$ cat config.mk
export PLATFORM = sky130hd
export DESIGN_NAME = leb128_decoder
export DESIGN_NICKNAME = d
export VERILOG_FILES = /design/src/rtl/leb128_decoder_pkg.sv /design/src/rtl/leb128_decoder.sv
export SDC_FILE = /design/constraint.sdc
export NUM_CORES = 1
export LEC_CHECK = 0
export BUFFER_PORTS_ARGS = -buffer_cell sky130_fd_sc_hd__buf_2
export CAP_MARGIN = 20
export CORE_MARGIN = 2
export CORE_UTILIZATION = 45
export DETAILED_ROUTE_END_ITERATION = 6
export PLACE_DENSITY = 0.65
export SETUP_SLACK_MARGIN = 0.02
export SLEW_MARGIN = 20
export SYNTH_ARGS = -nofsm -noshare
export SYNTH_HDL_FRONTEND = slang
export SYNTH_SLANG_ARGS = --single-unit
$ cat constraint.sdc
create_clock -name clk -period 7.72 [get_ports clk]
set_clock_uncertainty 0.1 [all_clocks]
set_input_delay 1.158 -clock clk [delete_from_list [all_inputs] [get_ports clk]]
set_output_delay 1.158 -clock clk [all_outputs]
set_load 0.02 [all_outputs]
$ cat src/rtl/leb128_decoder_pkg.sv
// Shared constants and types for the LEB128 immediate decoder.
package leb128_decoder_pkg;

  // Decoder control states.
  typedef enum logic [1:0] {
    StAccum = 2'd0,
    StDone  = 2'd1,
    StError = 2'd2
  } leb_state_e;

  // Trap codes shared with the CPU core.
  localparam logic [3:0] TrapNone   = 4'd0;
  localparam logic [3:0] TrapDecode = 4'd2;

  // Maximum encoded lengths in bytes.
  localparam logic [3:0] MaxLen32 = 4'd5;
  localparam logic [3:0] MaxLen64 = 4'd10;

endpackage

$ cat src/rtl/leb128_decoder.sv
// LEB128 immediate decoder: accumulates 7-bit groups from the fetch stream,
// sign/zero-extends the result to 64 bits and traps on malformed encodings.
module leb128_decoder
  import leb128_decoder_pkg::*;
#(
  parameter logic [3:0] TRAP_CODE = TrapDecode
) (
  input  logic        clk,
  input  logic        reset,
  input  logic [7:0]  byte_in,
  input  logic        byte_valid,
  output logic        byte_ready,
  input  logic        is_signed,
  input  logic        is_64,
  output logic [63:0] value,
  output logic        value_valid,
  input  logic        value_ready,
  output logic [3:0]  bytes_used,
  output logic [3:0]  trap,
  input  logic        trap_clear
);

  leb_state_e  state_q, state_d;
  logic [3:0]  k_q, k_d;
  logic [63:0] acc_q, acc_d;
  logic [63:0] value_q, value_d;
  logic [3:0]  bytes_used_q, bytes_used_d;
  logic [3:0]  trap_q, trap_d;
  logic        signed_q, signed_d;
  logic        w64_q, w64_d;

  // Checks the payload bits of a maximum-length byte against the target width.
  function automatic logic final_ok(input logic [7:0] b, input logic sgn, input logic w64);
    logic ok;
    if (w64) begin
      ok = sgn ? ((b[6:0] == 7'h00) || (b[6:0] == 7'h7f)) : (b[6:1] == 6'h00);
    end else begin
      ok = sgn ? ((b[6:3] == 4'h0) || (b[6:3] == 4'hf)) : (b[6:4] == 3'h0);
    end
    return ok;
  endfunction

  logic        xfer;
  logic        cur_signed, cur_w64;
  logic        last_byte;
  logic [6:0]  shamt;
  logic [6:0]  fill_sh;
  logic [63:0] merged;
  logic [63:0] filled;

  // Next-state, datapath and output decode.
  always_comb begin
    state_d      = state_q;
    k_d          = k_q;
    acc_d        = acc_q;
    value_d      = value_q;
    bytes_used_d = bytes_used_q;
    trap_d       = trap_q;
    signed_d     = signed_q;
    w64_d        = w64_q;

    byte_ready  = (state_q == StAccum);
    value_valid = (state_q == StDone);
    xfer        = byte_valid && byte_ready;

    // Mode bits come from the inputs only on the first byte of a value.
    cur_signed = (k_q == 4'd0) ? is_signed : signed_q;
    cur_w64    = (k_q == 4'd0) ? is_64 : w64_q;
    last_byte  = (k_q == ((cur_w64 ? MaxLen64 : MaxLen32) - 4'd1));

    shamt   = 7'(7 * k_q);
    fill_sh = 7'(7 * (k_q + 4'd1));
    merged  = acc_q | (64'(byte_in[6:0]) << shamt);
    // A shift of 64 or more yields 0, so the mask becomes empty for a full 10-byte value.
    filled  = merged;
    if (cur_signed && byte_in[6]) begin
      filled = merged | ~((64'd1 << fill_sh) - 64'd1);
    end
    if (!cur_w64) begin
      filled = cur_signed ? {{32{filled[31]}}, filled[31:0]} : {32'h0, filled[31:0]};
    end

    unique case (state_q)
      StAccum: begin
        if (xfer) begin
          signed_d = cur_signed;
          w64_d    = cur_w64;
          if (last_byte && (byte_in[7] || !final_ok(byte_in, cur_signed, cur_w64))) begin
            state_d = StError;
            trap_d  = TRAP_CODE;
          end else if (!byte_in[7]) begin
            state_d      = StDone;
            value_d      = filled;
            bytes_used_d = k_q + 4'd1;
            acc_d        = merged;
          end else begin
            acc_d = merged;
            k_d   = k_q + 4'd1;
          end
        end
      end
      StDone: begin
        if (value_ready) begin
          state_d = StAccum;
          k_d     = 4'd0;
          acc_d   = 64'h0;
        end
      end
      StError: begin
        if (trap_clear) begin
          state_d = StAccum;
          trap_d  = TrapNone;
          k_d     = 4'd0;
          acc_d   = 64'h0;
        end
      end
      default: state_d = StAccum;
    endcase
  end

  // State register with asynchronous active-low reset.
  always_ff @(posedge clk or negedge reset) begin
    if (!reset) begin
      state_q      <= StAccum;
      k_q          <= 4'd0;
      acc_q        <= 64'h0;
      value_q      <= 64'h0;
      bytes_used_q <= 4'd0;
      trap_q       <= TrapNone;
      signed_q     <= 1'b0;
      w64_q        <= 1'b0;
    end else begin
      state_q      <= state_d;
      k_q          <= k_d;
      acc_q        <= acc_d;
      value_q      <= value_d;
      bytes_used_q <= bytes_used_d;
      trap_q       <= trap_d;
      signed_q     <= signed_d;
      w64_q        <= w64_d;
    end
  end

  assign value      = value_q;
  assign bytes_used = bytes_used_q;
  assign trap       = trap_q;

endmodule

### Word level (Yosys, flattened, before mapping)

Index checks and enable logic that the tools add are counted.
W data, S select, Z words.

* add/subtract/negate cells: 4
* muxes and demuxes: 31
* reduce and logical (&&, ||, !) cells: 21
* div/mod/pow operators: 0
* multipliers: 2
* equality and inequality tests: 12
* shift operators: 2
* bitwise gates (word level): 5
* $lt $le $gt $ge: 0

Operator list (count)
* $mux W64: 7
* $pmux W64 S3: 1
* $or A64 B64 Y64: 2
* $not A64 Y64: 1
* $shl A1 B7 Y64 const A: 1
* $shl A7 B7 Y64: 1
* $sub A64 B1 Y64 const B: 1
* $mux W4: 8
* $pmux W4 S3: 1
* $reduce_and A4 Y1: 3
* $mux W2: 5
* $logic_not A4 Y1: 2
* $pmux W4 S2: 1
* $eq A7 B7 Y1 const B: 1
* $logic_not A7 Y1: 1
* $mul A3 B4 Y7 const A: 1
* $mul A3 B5 Y7 const A: 1
* $mux W1: 7
* $logic_not A6 Y1: 1
* $ne A2 B1 Y1 const B: 3
* $ne A2 B2 Y1 const B: 3
* $pmux W2 S3: 1
* $reduce_and A6 Y1: 1
* $add A4 B1 Y5 const B: 1
* 17 further kinds: 22

* register bits: 144
* memories: 0
* latch bits: 0
* output and inout bits: 74
* word-level logic and storage cells: 85
* bits of input ports: 15
* ROM bits: 0
* bits in writable memories: 0

### Longest topological paths before layout

* depth after elaboration: 12
* mapped depth: 26
* mapped depth without buffers: 20

### Worst setup path after synthesis

No wires, ideal clock.

* path type: register -> register
* start: reg k_q[0]
* end: reg value_q[52], in the netlist value[52]
* arrival: 5453 ps
* slack: 2046 ps
* buffers on the path: 5
* library setup time: 121 ps
* cell stages (with the launch flop): 26
* required time: 7499 ps
* period minus slack after synthesis: 5674 ps
* cell sequence: dfrtp_1 clkbuf_1 clkbuf_1 inv_1 ha_1 inv_1 fa_1 inv_1 ha_1 a21oi_2 o21bai_1 and3_1 nor2_1 clkbuf_1 buf_2 nor2_1 nand2_1 ha_1 clkbuf_1 and2_1 a22oi_1 a221o_1 a21o_1 a211o_1 mux2i_1 o22a_1

* elaborated cells on any way between the ends: 29
* those cells by class: 3 x add/sub; 2 x mul; 1 x eq/ne; 2 x shift; 11 x mux; 4 x bitwise; 6 x reduce/logical

RTL lines
* start: declaration: line leb128_decoder.sv:24 `logic [3:0] k_q, k_d;`
* start signal: assignment: line leb128_decoder.sv:134 `k_q <= k_d;`
* $add A4 B1 Y5 (*): line leb128_decoder.sv:72 `fill_sh = 7'(7 * (k_q + 4'd1));`
* $mul A3 B5 Y7 (*): line leb128_decoder.sv:72
* net fill_sh[0]: line leb128_decoder.sv:47 `logic [6:0] fill_sh;`
* $shl A1 B7 Y64 (*): line leb128_decoder.sv:77 `filled = merged | ~((64'd1 << fill_sh) - 64'd1);`
* $sub A64 B1 Y64 (*): line leb128_decoder.sv:77
* $not A64 Y64 (*): line leb128_decoder.sv:77
* $or A64 B64 Y64 (*): line leb128_decoder.sv:77
* $mux W64 (*): line leb128_decoder.sv:76 `if (cur_signed && byte_in[6]) begin`
* $mux W64: line leb128_decoder.sv:80 `filled = cur_signed ? {{32{filled[31]}}, filled[31:0]} : {32'h0, filled[31:0]};`
* $mux W64 (*): line leb128_decoder.sv:79 `if (!cur_w64) begin`
* end signal: assignment: line leb128_decoder.sv:136 `value_q <= value_d;`
* end: declaration: line leb128_decoder.sv:26 `logic [63:0] value_q, value_d;`

Mark *: on every way through the listed nets, which the timed path passes. The rest lies on a longest branch. The select of a mux whose other input is x is not followed.
A chain may end at the register's enable or synchronous reset.

### Worst setup path after layout

* start: reg k_q[0]
* end: reg value_q[36], in the netlist value[36]

* cells in the longest elaborated chain, start to end: 11
* elaborated cells on any way between the ends: 29
* those cells by class: 3 x add/sub; 2 x mul; 1 x eq/ne; 2 x shift; 11 x mux; 4 x bitwise; 6 x reduce/logical

Ends and longest elaborated chain
* parallel branches: the longest is 11 deep, another holds $sub A64 B1 Y64

Several ways; the timed one is not identified. The select of a mux whose other input is x is not followed.

==> run metrics <==
Num CTS Buffers=17; Slew HR=32.7%; Hold Vio Cnt, Final=0; critical path, cell by cell=ha_1 -> xor2_1 -> inv_1 -> fa_1 -> inv_1 -> ha_1 -> inv_1 -> o21ai_0 -> nor3_1 -> nor2_1 -> nor2_1 -> nand3_1 -> ha_1 -> buf_4 -> nand3_1 -> a21oi_2 -> a21oi_1 -> o21a_1 -> o41ai_2; Buffers & Inverters on Critical Path=4; reg2reg setup slack=1.75 ns; RSZ-0062 raised after global routing=false; Worst Hold Path EP=value[13]$_DFFE_PN0P_; Register Area=3530 µm²; Post-CTS Resized=0; Boundary Pins=89; number of enable flip-flop cells after synthesis=0; Multi-input gate area=5220 µm²; setup TNS=0 ns; CTS root buf=clkbuf_16; Arrival @ worst endpoint=6.20 ns; setup repair bufs after CTS=0; largest net degree at the start of global routing=90; commonest non-fill, non-tap cell in the layout=a21oi_1; Critical Setup Path Class=flop to flop; Avg Inst Size Synth=8.10 µm²; worst r2r path cells=19; Total Wirelength=35200 µm; Ant. Diodes=0; CP Launch Type=flop; Core Region=20200 µm²; Yosys top cell area share=38.2%; worst hold margin=0.375 ns; r2r endpoint=value[36]$_DFFE_PN0P_; Post-Place Cell Area=9790 µm²; Tcrit/Tclk final=77.4%; share of post-route cells with drive strength above 1=15.9%; final instance area=10400 µm²; Crit-path slowest cell=nor2_1; Seq/Total Area, Yosys=38.2%; vias in the first global route=8715; CP endpoint kind=flop; gp weighted congestion=1.01; max cap viols=0; asr flop ratio synth=100%; Worst Hold Depth=2; Detailed Routing Iterations Pass 1=5; worst hold-check path type=flop to flop; CTS Buffer Depth=2; DRC Markers=0; Netlist cell types=85; Total GRT Usage=32.2%; Die Span Y=147 µm; Post-CTS Hold Buffers=0; post-route minimum period=5.97 ns; Iter 0 DRT Violations=1411; per-cell routed wire length=24.2 µm; worst r2r src=k_q[0]$_DFFE_PN0P_; die width=147 µm; worst slew pin tran=1.01 ns; Reg clk slew, reported paths=0.06 ns; max incr delay on CP=0.71 ns; largest area contributor in the netlist=dfrtp_1; Initial Util=45.8%; Warnings, synthesis=0; # setup viols final=0; # nets final=1206; final HPWL from detailed placement=25100 µm; Yosys reg bits=141; required time worst endpoint=7.94 ns; CTS Sinks=141; # rows=52; GR Overflow Total=0; initial antenna violation count=0; CP Max Fanout=15; vias=9550; status=completed; FMAX=167 MHz; Area Growth Syn to Fin=12.3%; post-layout util=51.4%; H-tree depth=4; DIE AREA=21700 µm²; most frequent cells in the layout=a21oi_1, dfrtp_1, nor2_1, nand2_1, buf_2; Crit path max-delay family=adder cells; fill count=1962; Slew Limit Fails=0; PortBufs=85; global-route wire length before repair=53500 µm; Worst Hold Launch=value[13]$_DFFE_PN0P_; synth top area cells=dfrtp_1, a21oi_1, nor2_1; Synth Instances=1141; top_reg_cell synth=dfrtp_1; CTS tree=built; vias per cell=6.56; Clock Latency Late Sink=0.43 ns; mapped cell area=9240 µm²; post-route ant nets=0
-- flip-flops by register name, summed over array words and instances (netlist names) --
register	flops
acc_q	64
bytes_used	4
k_q	4
signed_q	1
state_q	2
trap	1
value	64
w64_q	1
-- layer usage --
metal,GRT usage [%],wire length [µm]
met4,10.8,1310
met5,0,0
met3,7.11,3870
met1,46.7,14800
met2,47.8,15100
-- through the flow --
step	worst slack [ns]	instances
after floorplan	2.05	1143
after global placement	2.02	1423
after detailed placement	1.87	1423
after CTS	1.81	1455
after global routing	1.21	1455
final	1.75	1455
-- how the worst max path moves through the flow --
stage                  startpoint                    end  cells after the start
2_1_floorplan  k_q[0]$_DFFE_PN0P_  value[52]$_DFFE_PN0P_                     25
3_3_place_gp   k_q[0]$_DFFE_PN0P_  value[36]$_DFFE_PN0P_                     20
3_5_place_dp   k_q[1]$_DFFE_PN0P_  value[46]$_DFFE_PN0P_                     20
4_1_cts        k_q[0]$_DFFE_PN0P_  value[46]$_DFFE_PN0P_                     20
5_1_grt        k_q[0]$_DFFE_PN0P_  value[46]$_DFFE_PN0P_                     20
6_report       k_q[0]$_DFFE_PN0P_  value[36]$_DFFE_PN0P_                     19
-- synthesized netlist by cell type (all sizes together) (7+ instances only) --
cell and instances:
a211oi 10, a21oi 155, a221oi 18, a31oi 35, and2 17, and3 9, buf 39, clkbuf 62
dfrtp 141, ha 16, inv 20, nand2 112, nand3 32, nand4 11, nor2 137, nor2b 11
nor3 32, o211a 8, o211ai 16, o21ai 86, o31ai 10, or3 13, xnor2 19, xor2 7
-- cell families (layout without fill, tap and decap cells) --
logic type      after synthesis  after routing  share of synthesized area (%)
fa+ha+maj                    19             19                           2.82
other cells                   1              3                         0.0406
compound gates              418            418                           29.3
simple gates                404            404                           20.3
buf+inv                     122            164                           5.77
flops                       141            141                           38.2
xor+xnor                     26             26                           2.46
mux                          10             10                           1.15
-- area by class of cell --
| type | instances | share of cell area, % |
|---|---|---|
| timing repair buffer | 111 | 6.04 |
| inverter | 21 | 0.760 |
| clock inverter | 13 | 1.22 |
| sequential | 141 | 34.0 |
| clock buffer | 19 | 4.37 |
| tap | 270 | 3.26 |
| multi-input combinational | 880 | 50.3 |
-- worst register-to-register path: stages (launching register included) --
cell     delay, ns
dfrtp_1       0.59
ha_1          0.35
xor2_1        0.27
inv_1         0.17
fa_1          0.55
inv_1         0.04
ha_1          0.35
inv_1         0.09
o21ai_0       0.33
nor3_1        0.16
nor2_1        0.71
nor2_1        0.16
nand3_1       0.17
ha_1          0.21
buf_4         0.24
nand3_1       0.27
a21oi_2       0.59
a21oi_1       0.13
o21a_1        0.21
o41ai_2       0.19
Power is not shown: default switching activity piles up to over one toggle a cycle in this logic, so the estimate is an artifact.
